<file path="src/rtl/vending_fsm_param.sv">
// ---------------------------------------------------------------------------
// vending_fsm_param
//
// Parametrised cola vending controller. Accepts half-unit (value 1) and
// one-unit (value 2) coins, vends once credit reaches PRICE_UNITS, and
// returns change or a cancel refund as a serial stream of po_change pulses,
// one pulse per half-unit.
//
// Parameters
//   PRICE_UNITS  price in half-units, legal range 1 .. 2**CNT_W-4
//   CNT_W        width of the credit and change counters
//
// Ports
//   sys_clk        in   system clock, rising edge
//   sys_rst        in   synchronous active-high reset
//   pi_money_half  in   half-unit coin this cycle
//   pi_money_one   in   one-unit coin this cycle
//   pi_cancel      in   single-cycle refund request
//   po_cola        out  one-cycle vend pulse
//   po_change      out  one pulse per half-unit of change/refund
//   po_busy        out  high while change is being paid out
//   po_credit      out  accumulated credit in half-units
// ---------------------------------------------------------------------------
module vending_fsm_param #(
    parameter int unsigned PRICE_UNITS = 5,
    parameter int unsigned CNT_W       = 4
) (
    input  logic             sys_clk,
    input  logic             sys_rst,
    input  logic             pi_money_half,
    input  logic             pi_money_one,
    input  logic             pi_cancel,
    output logic             po_cola,
    output logic             po_change,
    output logic             po_busy,
    output logic [CNT_W-1:0] po_credit
);

    localparam int unsigned      SUM_W   = CNT_W + 1;
    localparam logic [SUM_W-1:0] PRICE_S = SUM_W'(PRICE_UNITS);
    localparam logic [CNT_W-1:0] CNT_ONE = CNT_W'(1);
    localparam logic [CNT_W-1:0] CNT_ZERO = CNT_W'(0);

    typedef enum logic {
        ST_COLLECT = 1'b0,
        ST_CHANGE  = 1'b1
    } state_e;

    state_e           state_q, state_d;
    logic [CNT_W-1:0] credit_q, credit_d;
    logic [CNT_W-1:0] change_cnt_q, change_cnt_d;
    logic             cola_q, cola_d;
    logic             change_q, change_d;
    logic             busy_q, busy_d;

    // Coin value this cycle: half counts 1, one counts 2, both together 3.
    logic [1:0]       add_c;
    logic [SUM_W-1:0] sum_c;
    logic [CNT_W-1:0] refund_c;
    logic [CNT_W-1:0] vend_change_c;
    logic             cancel_go_c;
    logic             vend_go_c;

    assign add_c = {pi_money_one, pi_money_half};

    // One extra bit so the price comparison never sees a wrapped sum.
    assign sum_c = {1'b0, credit_q} + SUM_W'(add_c);

    // The parameter range keeps the largest sum (PRICE_UNITS+2) within CNT_W.
    assign refund_c      = CNT_W'(sum_c);
    assign vend_change_c = CNT_W'(sum_c - PRICE_S);

    // Cancel wins over a vend; a cancel with nothing to refund is a no-op.
    assign cancel_go_c = pi_cancel && (sum_c != '0);
    assign vend_go_c   = !pi_cancel && (sum_c >= PRICE_S);

    // State and datapath registers.
    always_ff @(posedge sys_clk) begin
        if (sys_rst) begin
            state_q      <= ST_COLLECT;
            credit_q     <= CNT_ZERO;
            change_cnt_q <= CNT_ZERO;
            cola_q       <= 1'b0;
            change_q     <= 1'b0;
            busy_q       <= 1'b0;
        end else begin
            state_q      <= state_d;
            credit_q     <= credit_d;
            change_cnt_q <= change_cnt_d;
            cola_q       <= cola_d;
            change_q     <= change_d;
            busy_q       <= busy_d;
        end
    end

    // Next-state logic.
    always_comb begin
        state_d = state_q;
        case (state_q)
            ST_COLLECT: begin
                if (cancel_go_c) begin
                    state_d = ST_CHANGE;
                end else if (vend_go_c && (vend_change_c != CNT_ZERO)) begin
                    state_d = ST_CHANGE;
                end
            end
            ST_CHANGE: begin
                // Last pulse is being issued this cycle; a zero count is a
                // defensive exit so the FSM can never stick in CHANGE.
                if (change_cnt_q <= CNT_ONE) begin
                    state_d = ST_COLLECT;
                end
            end
        endcase
    end

    // Datapath and output logic; every output is captured in a flop.
    always_comb begin
        credit_d     = credit_q;
        change_cnt_d = change_cnt_q;
        cola_d       = 1'b0;
        change_d     = 1'b0;
        case (state_q)
            ST_COLLECT: begin
                if (cancel_go_c) begin
                    change_cnt_d = refund_c;
                    credit_d     = CNT_ZERO;
                end else if (vend_go_c) begin
                    cola_d       = 1'b1;
                    credit_d     = CNT_ZERO;
                    change_cnt_d = vend_change_c;
                end else if (!pi_cancel) begin
                    credit_d     = refund_c;
                end
            end
            ST_CHANGE: begin
                // Coins and cancel are ignored while paying out.
                if (change_cnt_q != CNT_ZERO) begin
                    change_d     = 1'b1;
                    change_cnt_d = change_cnt_q - CNT_ONE;
                end
            end
        endcase
        busy_d = (state_d == ST_CHANGE);
    end

    assign po_cola   = cola_q;
    assign po_change = change_q;
    assign po_busy   = busy_q;
    assign po_credit = credit_q;

endmodule

</file>
<file path="config.mk">
export PLATFORM = sky130hd
export DESIGN_NAME = vending_fsm_param
export DESIGN_NICKNAME = d
export VERILOG_FILES = /design/src/rtl/vending_fsm_param.sv
export SDC_FILE = /design/constraint.sdc
export NUM_CORES = 1
export LEC_CHECK = 0
export ABC_AREA = 1
export CORE_MARGIN = 4
export CORE_UTILIZATION = 60
export DETAILED_ROUTE_END_ITERATION = 6
export DONT_BUFFER_PORTS = 1
export PLACE_DENSITY = 0.86
export SKIP_CTS_REPAIR_TIMING = 1
export SYNTH_ARGS = -nofsm -noshare
export SYNTH_HDL_FRONTEND = slang
export SYNTH_SLANG_ARGS = --single-unit
</file>
<file path="constraint.sdc">
create_clock -name sys_clk -period 2.4 [get_ports sys_clk]
set_input_delay 0.24 -clock sys_clk [delete_from_list [all_inputs] [get_ports sys_clk]]
set_output_delay 0.24 -clock sys_clk [all_outputs]
set_load 0.05 [all_outputs]
</file>
* After elaboration in Yosys (flattened, before gate mapping)
Index checks and enable logic that the tools add are counted.
** Storage, ports and cells
- Flip-flop bits (word level) :: 11
- Latch bits :: 0
- Bits in writable memories :: 0
- Memory bits (read-only) :: 0
- Input port bits :: 5
- Output and inout port bits :: 7
- Logic and storage cells :: 38
- Memories kept :: 0
** Operators by class
- Add/sub/neg operators :: 3
- Multiply operators :: 0
- Div/mod/pow operators :: 0
- Magnitude comparators :: 2
- Eq/ne operators :: 3
- Shift operators :: 0
- Multiplexer cells :: 13
- Bitwise logic cells :: 1
- Reduce and logical (&&, ||, !) cells :: 11
** Operator list (number)
- 2-to-1 mux 4 bit :: 6
- one-hot mux 4 bit (2 select lines) :: 1
- nonzero test 4 bit :: 2
- adder 4 x 2 -> 5 bit :: 1
- >= comparator 5 x 3 -> 1 bit, second input constant :: 1
- 2-to-1 mux 1 bit :: 5
- nonzero test 5 bit :: 1
- less-or-equal comparator 4 x 1 -> 1 bit, second input constant :: 1
- AND reduction 2 bit :: 2
- subtractor 4 x 1 -> 4 bit, second input constant :: 1
- subtractor 4 x 3 -> 4 bit, second input constant :: 1
- logical AND 1 bit :: 3
- inequality test 3 x 1 -> 1 bit, second input constant :: 1
- inequality test 3 bit, second input constant :: 1
- OR reduction 3 bit :: 1
- inequality test 2 x 1 -> 1 bit, second input constant :: 1
- one-hot mux 1 bit (2 select lines) :: 1
- OR reduction 2 bit :: 1
- zero test 1 bit :: 1
- inverter 1 bit :: 1

* Longest topological paths before layout
Gate-level depths: netlist of the first run.
- Depth after elaboration :: 7
- Depth in mapped cells :: 14
- Gate-level depth less buffers :: 14

* Least setup slack after synthesis of the first run
Ideal clock, no wire load.
- Kind :: flip-flop to flip-flop
- From :: register credit_q[0] (netlist: po_credit[0])
- To :: register credit_q[2] (netlist: po_credit[2])
- Setup time :: 0.121 ns
- Arrival :: 2.353 ns
- Required time :: 2.279 ns
- Setup slack :: -0.074 ns
- Stages on the path, launching flop included :: 12
- Buffers on the path :: 0
- Clock period less this slack :: 2.474 ns
- Cell sequence :: dfxtp_1 > ha_1 > fa_1 > inv_1 > ha_1 > nand2_1 > nor2_4 > nand2_4 > o21ai_2 > inv_2 > o21ai_0 > a21oi_1
** On the way
- Longest elaborated chain between the ends :: 5
- Elaborated cells on any way between the ends :: 10
- Those cells by class :: add/sub (1); order compare (1); eq/ne (1); mux (3); reduce/logical (4)
** Ends and longest elaborated chain
- start: declaration :: RTL line 50 : logic [CNT_W-1:0] credit_q, credit_d;
- start signal: assignment :: RTL line 88 : credit_q <= credit_d;
- adder 4 x 2 -> 5 bit (*) :: RTL line 67 : assign sum_c = {1'b0, credit_q} + SUM_W'(add_c);
- >= comparator 5 x 3 -> 1 bit or nonzero test 5 bit (tied branches) :: RTL line 75, 74
- logical AND 1 bit (on tied branches) :: RTL line 75, 74
- inequality test 3 x 1 -> 1 bit (no line) or 2-to-1 mux 4 bit (tied branches)
- AND reduction 2 bit (no line) or 2-to-1 mux 4 bit (tied branches)
Every way passes the cells marked *; elsewhere a longest branch is shown, timed or not. The select of a mux whose other input is x is not followed.
A chain may end at the register's enable or synchronous reset.

* Final worst setup path of the first run
- From :: register credit_q[0] (netlist: po_credit[0])
- To :: register change_cnt_q[0]
** On the way
- Longest elaborated chain between the ends :: 5
- Elaborated cells on any way between the ends :: 11
- Those cells by class :: add/sub (2); order compare (1); eq/ne (1); mux (3); reduce/logical (4)
** Ends and longest elaborated chain
- adder 4 x 2 -> 5 bit (*) :: RTL line 67
- subtractor 4 x 3 -> 4 bit (tied with other cells) :: RTL line 71 : assign vend_change_c = CNT_W'(sum_c - PRICE_S);
- 2-to-1 mux 4 bit (tied with other cells) :: RTL line 128 : end else if (vend_go_c) begin
- 2-to-1 mux 4 bit or inequality test 3 bit (tied branches)
- one-hot mux 4 bit (2 select lines) or AND reduction 2 bit (tied branches)
- end signal: assignment :: RTL line 89 : change_cnt_q <= change_cnt_d;
- end: declaration :: RTL line 51 : logic [CNT_W-1:0] change_cnt_q, change_cnt_d;
Marked as above.

==> metrics.txt, run 1 <==
status=complete, no violations; Buf/Inv on CP=2; RSZ-0062 raised after global routing=false; initial antenna violation count=0; Syn Nets=145; fraction of layout cells with a size suffix above 1=23.02%; fillers=about 100; crit share post-route=between 90% and 100%; DRC=0; crit-path leading delay family=adder cells; CTS buffer count=3; #FFs+latches synth=11; area occupied by multi-input gates=634.4 um2; Syn Std Cell Area=932.1 um2; row count=13; H-tree depth=1; die width=47.42 um; mean area per synthesized cell=a little over 7 um2; 1st-pass router iterations=4; leak pwr=0.5101 nW; synth unique cells=24; worst-case clock buffer depth=2; CP max FO=8; EDFF count, synth=0; Root Buffer Master=clkbuf_4; Hold Path Cell Cnt=1; CP most frequent cell=nand2_1; Slew HR=68.55%; Yosys top cell by area=dfxtp_1; vias in the first global route=803; TNS Setup=0 ps; Routed Antenna Nets=0; Syn-to-layout area delta=8.993%; Synth top area share=23.62%; worst vdd ir=0.0007035 V; count of final setup violators=0; fin crit period=2233 ps; Critical Path RT=2560 ps; GPL Wtd Cong=0.8659; initial DRC count=22; Final Hold Viols=0; worst path arrival time=2400 ps; Finished Cell Area=roughly 0.0010 mm2; Clock Sinks=11; sequential cell area fraction in the yosys report=23.62%; sequential cell area=221.5 um2; CTS tree=built; Async S/R FF share, synth=0%; nets@finish=155; Endpoint, Worst Hold=po_credit[0]; vias per cell=5.604; Clk Latency, worst-skew pair=270 ps; non-filler cells, final=154; max-slew violations=0; synth top area cells=dfxtp_1 24%, ha_1 12%, nand2_1 10%; total of max-cap violations=0; Port Buffer Count=0; Die Ht=47.42 um; critical-path cell list=ha_1 > fa_1 > inv_2 > ha_1 > nand3_1 > nand2_1 > inv_1 > nand3_2 > nand2_4 > nand3_4 > nand2_4 > nand2_1 > nand2_1 > nor2_2; GRT Total Usage=between 20% and 30%; Synth warnings=0; HP Start=sys_rst; Synth Flop Type=dfxtp_1; r2r setup slk=170 ps; grt total ovfl=0; Worst-path clk slew=about 70 ps; Final Skew=0.9774 ps; min-delay worst type=input pin to flip-flop; CP Launch Type=flip-flop; Mapped Cells=130; die area=roughly 0.0022 mm2; commonest non-fill, non-tap cells in the layout=25 x nand2_1, 18 x nand3_1, 16 x inv_1; I/O pin count=12; commonest non-fill, non-tap cell in the layout=nand2_1; largest net degree at the start of global routing=10; Worst setup EP type=flip-flop; r2r endpoint=change_cnt_q[0]; vias after detailed routing=863; first-pass GRT wire length=between 3000 and 4000 um; Detailed Place HPWL=1585 um; initial core utilization=roughly two thirds; Worst R2R Start=po_credit[0]; Pwr Density=1439 mW/mm2; highest-delay cell along the critical path=fa_1; placed instance count=150; worst reg2reg path depth=14; Placed Area=989.7 um2; wire per inst=approximately 13 um; critical setup path kind=flip-flop to flip-flop; Peak Freq=roughly 0.45 GHz; drt total wl=1968 um; max incr delay on CP=570 ps; Slew @ Worst Pin=471.2 ps; # diodes=0; post-layout util=73.48%; Core Footprint=0.001383 mm2
[cell usage after synthesis, types with 2 or more instances]
master / count
nand2_1: 25
nand3_1: 18
inv_1: 17
dfxtp_1: 11
nor2_1: 11
ha_1: 9
nand2_4: 5
nor2_2: 5
o21ai_0: 5
a21oi_1: 4
nand2_2: 3
xor2_1: 3
inv_2: 2
nor3_1: 2
[metrics by stage]
stage | power, W | hold slack, ps | setup slack [ps]
floorplan | 0.001131 | 304.3 | 89.36
detailed placement | 0.001327 | 307.7 | 157.4
finish | 0.001462 | 25.85 | 166.8
global route | 0.001597 | 1.486 | 10.79
CTS | 0.001457 | 25.12 | 135.8
global placement | 0.001279 | 308.1 | 210.7
[worst register-to-register path, stage by stage, from the launching register on]
cell     delay [ps]
dfxtp_2         320
ha_1            210
fa_1            570
inv_2            80
ha_1            200
nand3_1          70
nand2_1          70
inv_1            70
nand3_2          70
nand2_4         110
nand3_4          80
nand2_4         120
nand2_1          60
nand2_1          70
nor2_2           30
[sequential cells by signal, summed over array words and instances (netlist names)]
signal        flops
po_cola           1
po_change         1
change_cnt_q      4
po_busy           1
po_credit         4
[power breakdown]
| group | internal [W] | total, W | switching (W) |
|---|---|---|---|
| sequential | 0.000247 | 0.000325 | 0.0000772 |
| clock | 0.0000643 | 0.000129 | 0.0000646 |
| combinational | 0.000347 | 0.00101 | 0.000661 |
| total | 0.000659 | 0.00146 | 0.000803 |
[how the worst max path moves through the flow]
stage          slack [ps]  cells after the start         start              end
2_1_floorplan          90                     10  po_credit[1]     po_credit[2]
3_3_place_gp          210                     14  po_credit[0]  change_cnt_q[1]
3_5_place_dp          160                     13  po_credit[0]  change_cnt_q[0]
4_1_cts               140                     13  po_credit[0]  change_cnt_q[0]
5_1_grt                10                     14  po_credit[0]  change_cnt_q[2]
6_report              170                     14  po_credit[0]  change_cnt_q[0]
[metal layers]
layer	up-vias	global-route usage, %	routed length, um	share of wire, %
li1	432	-	-	-
met1	395	26.98	889	45
met2	34	32.62	932	47
met3	2	5.639	138	7.0
met4	0	8.840	8	0.41
met5	-	0	0	0
[layout make-up]
| class | count | share of cell area, % |
|---|---|---|
| multi-input combinational | 99 | 62.44 |
| sequential | 11 | 21.80 |
| clock buffer | 4 | 2.586 |
| timing repair buffer | 5 | 3.695 |
| inverter | 20 | 7.636 |
| tap | 15 | 1.847 |
[logic make-up after synthesis]
family                   Yosys count  synth area share, %
AO/OA/AOI/OAI                     11                6.577
XOR/XNOR                           3                2.819
adder cells (fa/ha/maj)           10                14.23
AND/OR/NAND/NOR                   75                44.43
buffers and inverters             20                8.323
flip-flops                        11                23.62
No activity file was read; power rests on OpenSTA's default activity.
==> inputs of run 2 (changes only) <==
SLEW_MARGIN = 20   (was default)
==> results of run 2 <==
Final layout, timing and power as in run 1 (identical DEF).
